**src/rtl/ps2_key_pkg.sv**
```systemverilog
// Shared constants and types for the PS/2 keyboard front end.
// Scan codes, key indices, receiver states and the key map lookup.
package ps2_key_pkg;

    localparam logic [7:0] SC_EXT   = 8'hE0;
    localparam logic [7:0] SC_BRK   = 8'hF0;
    localparam logic [7:0] SC_UP    = 8'h75;
    localparam logic [7:0] SC_DOWN  = 8'h72;
    localparam logic [7:0] SC_LEFT  = 8'h6B;
    localparam logic [7:0] SC_RIGHT = 8'h74;
    localparam logic [7:0] SC_ENTER = 8'h5A;
    localparam logic [7:0] SC_W     = 8'h1D;
    localparam logic [7:0] SC_S     = 8'h1B;
    localparam logic [7:0] SC_A     = 8'h1C;
    localparam logic [7:0] SC_D     = 8'h23;

    localparam int KEY_UP    = 0;
    localparam int KEY_DOWN  = 1;
    localparam int KEY_LEFT  = 2;
    localparam int KEY_RIGHT = 3;
    localparam int KEY_ENTER = 4;
    localparam int NUM_KEYS  = 5;

    typedef enum logic [1:0] {
        RX_IDLE,
        RX_DATA,
        RX_PARITY,
        RX_STOP
    } rx_state_t;

    typedef struct packed {
        logic       hit;
        logic [2:0] idx;
    } key_hit_t;

    function automatic key_hit_t key_lookup(input logic [7:0] code);
        key_hit_t r;
        r.hit = 1'b1;
        r.idx = 3'(KEY_UP);
        unique case (1'b1)
            (code == SC_UP)    || (code == SC_W): r.idx = 3'(KEY_UP);
            (code == SC_DOWN)  || (code == SC_S): r.idx = 3'(KEY_DOWN);
            (code == SC_LEFT)  || (code == SC_A): r.idx = 3'(KEY_LEFT);
            (code == SC_RIGHT) || (code == SC_D): r.idx = 3'(KEY_RIGHT);
            (code == SC_ENTER):                   r.idx = 3'(KEY_ENTER);
            default:                              r.hit = 1'b0;
        endcase
        return r;
    endfunction

endpackage

```
**src/rtl/ps2_rx_frame.sv**
```systemverilog
// PS/2 line conditioning and 11-bit frame receiver.
// Emits one-cycle good-byte and frame-error strobes.
module ps2_rx_frame
    import ps2_key_pkg::*;
#(
    parameter int FILTER_LEN = 8,
    parameter int TIMEOUT    = 200000
) (
    input  logic       clk,
    input  logic       rst_sys,
    input  logic       ps2_clk,
    input  logic       ps2_data,
    output logic [7:0] rx_byte,
    output logic       byte_ok,
    output logic       byte_err
);

    localparam int FW = $clog2(FILTER_LEN + 1);
    localparam int TW = $clog2(TIMEOUT + 1);
    localparam logic [FW-1:0] CNT_LAST = FW'(FILTER_LEN - 1);

    logic          clk_meta, clk_sync, dat_meta, dat_sync;
    logic          clk_filt, dat_filt;
    logic [FW-1:0] clk_cnt, dat_cnt;
    logic          clk_flip, dat_flip, fall;

    rx_state_t     state, state_n;
    logic [2:0]    bit_cnt, bit_n;
    logic [7:0]    shift, shift_n, byte_n;
    logic          par, par_n, ok_n, err_n;
    logic [TW-1:0] tcnt, tcnt_n;

    // two-flop synchronisers, idle-high
    always_ff @(posedge clk or posedge rst_sys) begin
        if (rst_sys) begin
            clk_meta <= 1'b1;
            clk_sync <= 1'b1;
            dat_meta <= 1'b1;
            dat_sync <= 1'b1;
        end else begin
            clk_meta <= ps2_clk;
            clk_sync <= clk_meta;
            dat_meta <= ps2_data;
            dat_sync <= dat_meta;
        end
    end

    assign clk_flip = (clk_sync != clk_filt) && (clk_cnt == CNT_LAST);
    assign dat_flip = (dat_sync != dat_filt) && (dat_cnt == CNT_LAST);
    // strobe coincides with the filtered clock going low
    assign fall     = clk_flip & clk_filt;

    // clock filter: flip only after FILTER_LEN differing samples
    always_ff @(posedge clk or posedge rst_sys) begin
        if (rst_sys) begin
            clk_filt <= 1'b1;
            clk_cnt  <= '0;
        end else if (clk_sync == clk_filt) begin
            clk_cnt  <= '0;
        end else if (clk_flip) begin
            clk_filt <= clk_sync;
            clk_cnt  <= '0;
        end else begin
            clk_cnt  <= clk_cnt + 1'b1;
        end
    end

    // data filter, same rule as the clock
    always_ff @(posedge clk or posedge rst_sys) begin
        if (rst_sys) begin
            dat_filt <= 1'b1;
            dat_cnt  <= '0;
        end else if (dat_sync == dat_filt) begin
            dat_cnt  <= '0;
        end else if (dat_flip) begin
            dat_filt <= dat_sync;
            dat_cnt  <= '0;
        end else begin
            dat_cnt  <= dat_cnt + 1'b1;
        end
    end

    // receiver state and strobe registers
    always_ff @(posedge clk or posedge rst_sys) begin
        if (rst_sys) begin
            state    <= RX_IDLE;
            bit_cnt  <= '0;
            shift    <= '0;
            par      <= 1'b0;
            tcnt     <= '0;
            rx_byte  <= '0;
            byte_ok  <= 1'b0;
            byte_err <= 1'b0;
        end else begin
            state    <= state_n;
            bit_cnt  <= bit_n;
            shift    <= shift_n;
            par      <= par_n;
            tcnt     <= tcnt_n;
            rx_byte  <= byte_n;
            byte_ok  <= ok_n;
            byte_err <= err_n;
        end
    end

    // frame sequencing; a timeout abort may restart on the same edge
    always_comb begin
        state_n = state;
        bit_n   = bit_cnt;
        shift_n = shift;
        par_n   = par;
        byte_n  = rx_byte;
        ok_n    = 1'b0;
        err_n   = 1'b0;
        tcnt_n  = (fall || state == RX_IDLE) ? '0 : tcnt + 1'b1;
        if (state != RX_IDLE && tcnt == TW'(TIMEOUT)) begin
            err_n   = 1'b1;
            state_n = RX_IDLE;
            tcnt_n  = '0;
            if (fall && !dat_filt) begin
                state_n = RX_DATA;
                bit_n   = '0;
            end
        end else if (fall) begin
            unique case (state)
                RX_IDLE: begin
                    if (!dat_filt) begin
                        state_n = RX_DATA;
                        bit_n   = '0;
                    end
                end
                RX_DATA: begin
                    shift_n = {dat_filt, shift[7:1]};
                    bit_n   = bit_cnt + 1'b1;
                    if (bit_cnt == 3'd7) state_n = RX_PARITY;
                end
                RX_PARITY: begin
                    par_n   = dat_filt;
                    state_n = RX_STOP;
                end
                RX_STOP: begin
                    state_n = RX_IDLE;
                    if (dat_filt && (^{shift, par})) begin
                        ok_n   = 1'b1;
                        byte_n = shift;
                    end else begin
                        err_n  = 1'b1;
                    end
                end
                default: state_n = RX_IDLE;
            endcase
        end
    end

endmodule

```
**src/rtl/ps2_key_decoder.sv**
```systemverilog
// Set-2 make/break decoder producing one-shot game-control pulses.
// Held keys suppress typematic repeat until their break code.
module ps2_key_decoder
    import ps2_key_pkg::*;
#(
    parameter int FILTER_LEN = 8,
    parameter int TIMEOUT    = 200000
) (
    input  logic       clk,
    input  logic       rst_sys,
    input  logic       ps2_clk,
    input  logic       ps2_data,
    output logic       up,
    output logic       down,
    output logic       left,
    output logic       right,
    output logic       enter,
    output logic [4:0] held,
    output logic [7:0] scan_code,
    output logic       scan_valid,
    output logic       frame_err
);

    logic [7:0]          rx_byte;
    logic                byte_ok, byte_err;
    logic                ext, brk;
    logic [NUM_KEYS-1:0] pulse;
    key_hit_t            hit;
    logic                unused_ext;

    ps2_rx_frame #(
        .FILTER_LEN (FILTER_LEN),
        .TIMEOUT    (TIMEOUT)
    ) u_rx (
        .clk      (clk),
        .rst_sys  (rst_sys),
        .ps2_clk  (ps2_clk),
        .ps2_data (ps2_data),
        .rx_byte  (rx_byte),
        .byte_ok  (byte_ok),
        .byte_err (byte_err)
    );

    assign hit = key_lookup(rx_byte);

    // no mapped key depends on E0; it only frames the sequence
    assign unused_ext = ext;

    assign up    = pulse[KEY_UP];
    assign down  = pulse[KEY_DOWN];
    assign left  = pulse[KEY_LEFT];
    assign right = pulse[KEY_RIGHT];
    assign enter = pulse[KEY_ENTER];

    // prefix tracking, held state and registered one-cycle outputs
    always_ff @(posedge clk or posedge rst_sys) begin
        if (rst_sys) begin
            ext        <= 1'b0;
            brk        <= 1'b0;
            held       <= '0;
            pulse      <= '0;
            scan_code  <= '0;
            scan_valid <= 1'b0;
            frame_err  <= 1'b0;
        end else begin
            pulse      <= '0;
            scan_valid <= byte_ok;
            frame_err  <= byte_err;
            if (byte_ok) begin
                scan_code <= rx_byte;
                unique case (1'b1)
                    rx_byte == SC_EXT: ext <= 1'b1;
                    rx_byte == SC_BRK: brk <= 1'b1;
                    default: begin
                        ext <= 1'b0;
                        brk <= 1'b0;
                        if (hit.hit) begin
                            if (brk) begin
                                held[hit.idx] <= 1'b0;
                            end else if (!held[hit.idx]) begin
                                held[hit.idx]  <= 1'b1;
                                pulse[hit.idx] <= 1'b1;
                            end
                        end
                    end
                endcase
            end else if (byte_err) begin
                ext <= 1'b0;
                brk <= 1'b0;
            end
        end
    end

endmodule

```
**config.mk**
```make
export PLATFORM = sky130hd
export DESIGN_NAME = ps2_key_decoder
export DESIGN_NICKNAME = d
export VERILOG_FILES = /design/src/rtl/ps2_key_pkg.sv /design/src/rtl/ps2_rx_frame.sv /design/src/rtl/ps2_key_decoder.sv
export SDC_FILE = /design/constraint.sdc
export NUM_CORES = 1
export LEC_CHECK = 0
export BUFFER_PORTS_ARGS = -buffer_cell sky130_fd_sc_hd__buf_2
export CAP_MARGIN = 20
export CORE_UTILIZATION = 65
export DETAILED_ROUTE_END_ITERATION = 8
export PLACE_DENSITY = 0.91
export SYNTH_ARGS = -nofsm -noshare
export SYNTH_HDL_FRONTEND = slang
export SYNTH_SLANG_ARGS = --single-unit
```
**constraint.sdc**
```tcl
create_clock -name clk -period 3.6 [get_ports clk]
set_input_delay 0.54 -clock clk [delete_from_list [all_inputs] [get_ports clk]]
set_output_delay 0.54 -clock clk [all_outputs]
set_load 0.005 [all_outputs]
```
==> results of run 1 <==
[worst max-delay path, stage by stage, from the launching register on]
cell and delay, ns:
dfrtp_1 0.38, ha_1 0.24, nand3b_1 0.14, nor3b_2 0.47, o311ai_4 0.22, nor3_4 0.49
mux2_4 0.35
[cells by family (layout without fill, tap and decap cells)]
| group | count (synthesis) | after routing | synth area share, % |
|---|---|---|---|
| XOR/XNOR | 27 | 27 | 6.851 |
| adder cells (fa/ha/maj) | 10 | 10 | 3.408 |
| multiplexers | 31 | 31 | 10.16 |
| buffers and inverters | 27 | 60 | 3.135 |
| AND/OR/NAND/NOR | 117 | 117 | 17.79 |
| flip-flops | 77 | 77 | 52.69 |
| AO/OA/AOI/OAI | 30 | 30 | 5.965 |
[Yosys cell counts (all sizes together), types with 3 or more instances]
master	instances	area (um^2)
or4	5	41.29
nand3b	4	30.03
dfstp	6	157.7
nor3b	3	27.52
nand2b	3	18.77
nand2	17	63.81
nor3	10	61.31
mux2i	5	50.05
inv	18	67.56
nand3	10	50.05
mux2	26	322.8
ha	10	125.1
nor2	33	123.9
a21oi	9	45.04
dfrtp	71	1777
nor4	4	25.02
xnor2	20	175.2
o21ai	5	25.02
buf	5	32.53
clkbuf	4	15.01
nand4	9	56.30
xor2	6	52.55
[routing by layer]
| layer | global-route usage [%] | up-vias | part of all wire [%] |
|---|---|---|---|
| met3 | 8.333 | 10 | 5.7 |
| met1 | 30.80 | 1254 | 41 |
| met4 | 9.057 | 0 | 1.1 |
| li1 | - | 1178 | - |
| met5 | 0 | - | 0 |
| met2 | 42.57 | 90 | 52 |
[stage by stage]
step           utilization [%]  hold WS, ns
6_report                 77.28       0.1564
4_1_cts                  76.90       0.2719
2_1_floorplan                -       0.3452
3_3_place_gp             72.89       0.3463
3_5_place_dp             72.89       0.3468
5_1_grt                  77.28       0.1625
[flip-flops by register name (all words and copies together), names as in the netlist, named ones only]
| register | cells |
|---|---|
| u_rx.dat_cnt | 4 |
| u_rx.clk_meta | 1 |
| u_rx.state | 2 |
| u_rx.clk_cnt | 4 |
| u_rx.dat_meta | 1 |
| u_rx.bit_cnt | 3 |
| u_rx.shift | 8 |
| u_rx.tcnt | 18 |
| u_rx.par | 1 |
| brk | 1 |
| u_rx.byte_err | 1 |
| u_rx.clk_filt | 1 |
| u_rx.dat_filt | 1 |
| u_rx.dat_sync | 1 |
| u_rx.byte_ok | 1 |
| frame_err | 1 |
| u_rx.clk_sync | 1 |
| pulse | 5 |
| u_rx.rx_byte | 8 |
| scan_code | 8 |
| scan_valid | 1 |
[worst max-delay path by stage]
stage                                  to  slack (ns)  cells after the start
final                     u_rx.rx_byte[1]        1.21                      6
after global routing        u_rx.shift[3]        0.97                      6
after CTS                   u_rx.shift[6]        1.23                      6
after detailed placement    u_rx.shift[5]        1.24                      6
after global placement      u_rx.shift[0]        1.30                      6
after floorplan                 async pin        1.10                      1
[final cells by class]
class,count,share of cell area [%]
Sequential cell,77,47.50
Multi-Input combinational cell,215,39.82
Clock buffer,13,4.147
Timing Repair Buffer,26,3.687
Tap cell,70,2.151
Inverter,18,1.659
Clock inverter,3,1.045
[where the power goes]
part	switching [uW]	total (uW)	leakage (uW)	internal, uW
Sequential	40.8	954	0.00105	913
Clock	297	674	0.000106	376
Combinational	72.1	127	0.000674	54.5
Total	410	1750	0.00183	1340
==> metrics, run 1 <==
status=finished clean; multi-input logic area=1622 um^2; drt pass-1 iters=5; global placer's final weighted congestion=0.8741; fin crit period=2.392 ns; Setup Fix Bufs, Post-CTS=0; worst reg2reg startpoint=u_rx.clk_cnt[0]; Final Cell Area=4073 um^2; clock skew=0.006097 ns; DR vias=2,532; power per cell area=430.7 nW/um^2; crit-path max FO=9; NumNets Final=361; worst reg2reg endpoint=u_rx.rx_byte[1]; post-route ant nets=0; Setup-failing EPs final=0; CTS resizes=0; Register-to-Register Path Depth=6; Post-synth EDFFs=0; asr flop ratio synth=100.0%; Place WS=1.243 ns; Reg2Reg Setup Slack=1.21 ns; RSZ-0062 raised after global routing=false; total negative slack=0 ns; clk slew on worst S/H paths=0.07 ns; Site Rows=26; initial antenna violation count=0; sequential share of the synthesized area=52.69%; Fillers=320; DP Cell Count=405; f_max=418.0 MHz; Least-Margin Pin Slew=0.8668 ns; ANT cells=0; Cell Area, Synth=3671 um^2; synth warn=0; Synth Net Count=333; Area after DPL=3841 um^2; Via-to-Cell Ratio=6.000; WP data required=3.83 ns; Final Instance Count excl. Fillers=422; CTS hold repair buffers=0; die area=5952 um^2; routed len/inst=16.21 um; grt ovf=0; dpl hpwl=4.697 mm; CTS sink cnt=77; global-route wire length before repair=11.59 mm; root buf cell=clkbuf_8; CP startpoint kind=register; largest net degree at the start of global routing=54; layout cells sized above 1=23.30%; die height=77.15 um; Max Cap Violations=0; Initial Util=69.66%; Clock Latency Late Sink=0.35 ns; Tcrit/Tclk final=66.45%; nature of the critical path endpoint=register; CTS buffer count=9; Tot GR Track Use=25.47%; vias in the first global route=2,489; HP Class=in -> async; area delta synth->final=10.94%; Worst EP arrival=2.63 ns; most frequent cells in the layout=dfrtp_1 (71), nor2_1 (33), buf_2 (23), xnor2_1 (20), mux2_2 (18); DRC Markers=0; TritonCTS clock tree=built; die width=77.15 um; Synth Instances=319; overall power=1754 uW; Final Hold Fails=0; initial DRC count=127; Synth Area per Inst=11.51 um^2; Max Slew Vio Count=0; quantity of I/O buffers inserted on ports=23; critical path launch point=u_rx.clk_cnt[0]; most common cell after layout, fill and taps aside=dfrtp_1; relative slew slack=41.96%; DRT Wirelength=6.842 mm; critical path type=reg -> reg; CTS max path bufs=2; leakage=0.001830 uW; synth unique cells=51; core area=5270 um^2; setup ws final=1.208 ns; I/O pin count=24; worst vdd ir=0.3836 mV; Max H-tree Level=3; Storage cell area=1934 um^2; Top FF cell, synth=dfrtp_1; Yosys reg bits=77
Note: power is estimated with default switching activity, not from simulation.
==> inputs of run 2 (changes only) <==
CORE_UTILIZATION = 54   (was 65)
PLACE_DENSITY = 0.81   (was 0.91)
clock period = 2.05 ns   (was 3.6 ns; I/O delays follow)
==> run 2 against run 1 <==
Effect of this change: clock power is 68% higher; routed wire length is 3.2% lower; sequential cell count stayed put; setup slack worse by 1.4 ns; the flow now finishes with violations (DRC, setup timing); largest power group unchanged; first-iteration DRC count is 2.4% lower; utilization is 9.4 points lower; clock skew is 0.0034 ns higher; non-clock buffer count is 32 higher; global-route usage is 5.2 points lower; sequential share of layout area is 3.4 points lower; via count is 2.8% higher; sequential power is 75% higher.
==> metrics, run 2 (synthesis results as in run 1) <==
drt pass-1 iters=8; Final Hold Fails=0; CTS buffer count=9; CP max stage delay=0.52 ns; flip-flop count of the largest register after layout=18; Place WS=-0.1158 ns; clock skew=0.009486 ns; die width=84.45 um; Tot GR Track Use=20.28%; quantity of I/O buffers inserted on ports=23; grt ovf=0; DRC Markers=5; Storage cell area=1934 um^2; Site Rows=29; dpl hpwl=4.672 mm; slowest CP cell=or4_1; Setup-failing EPs final=8; violated checks=DRC, setup timing; Clock Latency Late Sink=0.35 ns; TritonCTS clock tree=built; setup ws final=-0.1550 ns; Via-to-Cell Ratio=5.636; Max H-tree Level=3; I/O pin count=24; clk slew on worst S/H paths=0.08 ns; Area after DPL=4104 um^2; largest net degree at the start of global routing=42; f_max=453.5 MHz; routed len/inst=14.34 um; CP startpoint kind=register; post-route ant nets=0; root buf cell=clkbuf_8; die area=7132 um^2; CTS sink cnt=77; relative slew slack=71.65%; core area=6459 um^2; HP Class=in -> reg; crit-path max FO=9; vias in the first global route=2,472; most common cell after layout, fill and taps aside=dfrtp_1; NumNets Final=394; WP data required=2.29 ns; leakage=0.002015 uW; multi-input logic area=1668 um^2; DRT Wirelength=6.626 mm; DR vias=2,604; most frequent cells in the layout=dfrtp_1 (71), nor2_1 (33), buf_4 (31), buf_2 (23), xnor2_1 (20); Tcrit/Tclk final=107.6%; ANT cells=0; CTS max path bufs=2; Max Slew Vio Count=0; crit-path cells=or4_1 > or4_4 > o311ai_4 > nor3_4 > buf_12 > mux2_4; global-route wire length before repair=11.16 mm; Least-Margin Pin Slew=0.4243 ns; Worst EP arrival=2.44 ns; initial DRC count=124; RSZ-0062 raised after global routing=true; nature of the critical path endpoint=register; worst vdd ir=0.5704 mV; area delta synth->final=19.46%; layout cells sized above 1=30.65%; Most flops, register=u_rx.tcnt; Fillers=483; initial antenna violation count=0; critical path type=reg -> reg; Initial Util=56.84%; die height=84.45 um; power per cell area=695.2 nW/um^2; fin crit period=2.205 ns; global placer's final weighted congestion=0.8497; Final Cell Area=4385 um^2; status=finished, violations left; Max Cap Violations=0
run 2: final cells by class:
cell class              instances  share of cell area (%)
flip-flops and latches         77                   44.11
clock inverters                 6                   1.598
repair buffers                 58                   9.529
clock buffers                  10                   2.910
inverters                      18                   1.626
multi-input cells             216                   38.03
well taps                      77                   2.197
run 2: final timing paths:
| path | start | to | slack [ns] | cells past startpoint |
|---|---|---|---|---|
| max | u_rx.tcnt[7] | u_rx.rx_byte[4] | -0.15 | 6 |
| min | ps2_clk | u_rx.clk_meta | 0.06 | 1 |
| max reg2reg | u_rx.tcnt[7] | u_rx.rx_byte[4] | -0.15 | 6 |
| min reg2reg | u_rx.dat_meta | u_rx.dat_sync | 0.35 | 0 |
| max in group asynchronous | rst_sys | u_rx.dat_meta | 0.95 | 4 |
| min in group asynchronous | rst_sys | scan_code[1] | 0.50 | 3 |
run 2: report_power, final:
part	internal [uW]	switching, uW	leakage, uW
Sequential	1600	66.8	0.00105
Combinational	121	127	0.000876
Clock	571	561	0.0000895
run 2: worst max-delay path, delay by kind of cell (launching register included):
kind	cells	cell delay [ns]
multiplexers	1	0.29
flip-flops	1	0.38
AO/OA/AOI/OAI	1	0.26
AND/OR/NAND/NOR	3	1.02
buffers and inverters	1	0.16
run 2: through the flow:
stage | TNS, ns | utilization, % | power, uW | hold WS, ns | instances
floorplan | -0.8146 | - | 1867 | 0.3120 | 319
global placement | -0.8351 | 63.54 | 1926 | 0.3313 | 442
detailed placement | -1.042 | 63.54 | 1942 | 0.3387 | 442
CTS | -0.8964 | 67.09 | 3088 | 0.03812 | 460
global route | -1.699 | 67.90 | 3189 | 0.02843 | 462
finish | -1.205 | 67.90 | 3049 | 0.05538 | 462
run 2: what timing repair did:
action,CTS,global route
hold buffers,1,0
gates resized for setup,3,5
cloned,1,0
buffers inserted,0,3
pin swaps,3,7
endpoints found under the setup margin,19,42
endpoints found under the hold margin,18,0
run 2: per-layer routing:
layer	track usage (%)	vias up	wire (um)	part of all wire [%]
met5	0	-	0	0
met4	9.245	0	112	1.7
li1	-	1261	-	-
met1	23.56	1253	2810	42
met2	35.17	78	3425	52
met3	5.605	12	277	4.2
==> inputs of run 3 (changes only) <==
==> constraint.sdc (replaced) <==
create_clock -name clk -period 2.05 [get_ports clk]
set_input_delay 0.41 -clock clk [delete_from_list [all_inputs] [get_ports clk]]
set_output_delay 0.41 -clock clk [all_outputs]
set_load 0.005 [all_outputs]
==> run 3 against run 2 <==
Effect of this change: the flow still finishes with violations (DRC, setup timing); sequential share of layout area shrank 0.83 points; critical endpoint is now u_rx.rx_byte[2]; register-to-register slack improved by 0.03 ns; die area did not move; critical path type unchanged; fmax up 1.5%; global-route usage grew 1.2 points; hold slack improved by 0.0052 ns; clock skew is 0.00073 ns lower.
==> metrics, run 3 (synthesis results as in run 1) <==
Place WS=-0.1162 ns; power per cell area=770.6 nW/um^2; initial DRC count=147; root buf cell=clkbuf_8; worst vdd ir=0.4158 mV; status=finished, violations left; relative slew slack=63.47%; Fillers=448; dpl hpwl=4.809 mm; CP max stage delay=0.51 ns; crit-path max FO=9; Clock Latency Late Sink=0.35 ns; total negative slack=-0.9604 ns; CTS max path bufs=2; Max Cap Violations=0; ANT cells=0; TritonCTS clock tree=built; Max H-tree Level=3; flip-flop count of the largest register after layout=18; Tot GR Track Use=21.46%; die height=84.45 um; Final Hold Fails=0; Site Rows=29; setup ws final=-0.1217 ns; fin crit period=2.172 ns; slowest CP cell=or4_1; Worst EP arrival=2.40 ns; violated checks=DRC, setup timing; drt pass-1 iters=6; global-route wire length before repair=11.81 mm; crit-path cells=or4_1 > or4_4 > o311ai_4 > nor3_4 > mux2_4; post-route ant nets=0; CP startpoint kind=register; Least-Margin Pin Slew=0.5461 ns; leakage=0.002055 uW; CTS buffer count=9; CTS hold repair buffers=0; clk slew on worst S/H paths=0.08 ns; initial antenna violation count=0; global placer's final weighted congestion=0.8561; Via-to-Cell Ratio=5.620; RSZ-0062 raised after global routing=true; grt ovf=0; HP Class=in -> async; die area=7132 um^2; most common cell after layout, fill and taps aside=dfrtp_1; DR vias=2,591; Tcrit/Tclk final=105.9%; Setup-failing EPs final=8; area delta synth->final=21.75%; Max Slew Vio Count=0; routed len/inst=15.26 um; Initial Util=56.84%; NumNets Final=393; DRC Markers=5; most frequent cells in the layout=dfrtp_1 (71), nor2_1 (33), buf_4 (32), buf_2 (23), xnor2_1 (20); CTS sink cnt=77; vias in the first global route=2,565; Most flops, register=u_rx.tcnt; core area=6459 um^2; clock skew=0.008760 ns; nature of the critical path endpoint=register; WP data required=2.28 ns; critical path type=reg -> reg; f_max=460.5 MHz; quantity of I/O buffers inserted on ports=23; layout cells sized above 1=32.29%; I/O pin count=24; die width=84.45 um; DRT Wirelength=7.033 mm; largest net degree at the start of global routing=36
==> run 3: cell count changes in the layout (fill, tap and decap cells not counted), sizes merged <==
cell / before / now
dlygate4sd3: 1 / 0
clkinv: 0 / 2
clkinvlp: 4 / 1
inv: 19 / 17
bufinv: 1 / 4
==> run 3: through the flow <==
step           total power, uW  cell area (um^2)  cells  util [%]  hold WS (ns)
2_1_floorplan             1867              3675    319         -        0.3452
3_3_place_gp              1926              4104    442     63.54        0.3459
3_5_place_dp              1947              4104    442     63.54        0.3493
4_1_cts                   3467              4400    459     68.13       0.06362
5_1_grt                   3579              4469    461     69.20       0.08362
6_report                  3444              4469    461     69.20       0.06060
==> run 3: per-layer routing <==
| metal | wire, um | part of all wire (%) | vias to the layer above | track usage (%) |
|---|---|---|---|---|
| met3 | 253 | 3.6 | 17 | 3.638 |
| li1 | - | - | 1246 | - |
| met2 | 3621 | 51 | 67 | 37.56 |
| met1 | 2990 | 43 | 1261 | 25.76 |
| met4 | 167 | 2.4 | 0 | 10.79 |
| met5 | 0 | 0 | - | 0 |
==> run 3: layout make-up <==
cell class / count / area [um^2] / area share, %
clock buffers: 10 / 137.6 / 3.080
clock inverters: 6 / 133.9 / 2.996
inverters: 18 / 71.32 / 1.596
multi-input cells: 216 / 1700 / 38.05
flip-flops and latches: 77 / 1934 / 43.28
well taps: 77 / 96.34 / 2.156
repair buffers: 57 / 395.4 / 8.847
==> run 3: worst paths after layout <==
check | startpoint | endpoint | slack [ns] | depth (start not counted)
worst max-delay path | u_rx.tcnt[5] | u_rx.rx_byte[2] | -0.12 | 5
worst max register to register | u_rx.tcnt[5] | u_rx.rx_byte[2] | -0.12 | 5
worst min-delay path | rst_sys | u_rx.shift[4] | 0.06 | 2
worst min register to register | u_rx.clk_meta | u_rx.clk_sync | 0.36 | 0
min in group clk | ps2_data | u_rx.dat_meta | 0.16 | 1
max in group asynchronous | rst_sys | u_rx.clk_filt | 1.30 | 3
==> run 3: worst max-delay path, delay by kind of cell (launching register included) <==
family | cells | cell delay (ns)
multiplexers | 1 | 0.32
flip-flops | 1 | 0.39
AND/OR/NAND/NOR | 3 | 1.08
AO/OA/AOI/OAI | 1 | 0.26
==> run 3: power by group <==
group	internal [uW]	total [uW]	switching, uW	leakage (uW)
registers	1600	1670	70.9	0.00105
clock network	965	1520	551	0.000136
logic	123	254	131	0.000869
==> run 3: timing repair <==
action	CTS	global route
setup buffers	0	2
pin swaps	5	5
gates cloned	1	0
resized for setup	4	11
endpoints found under the setup margin	19	45
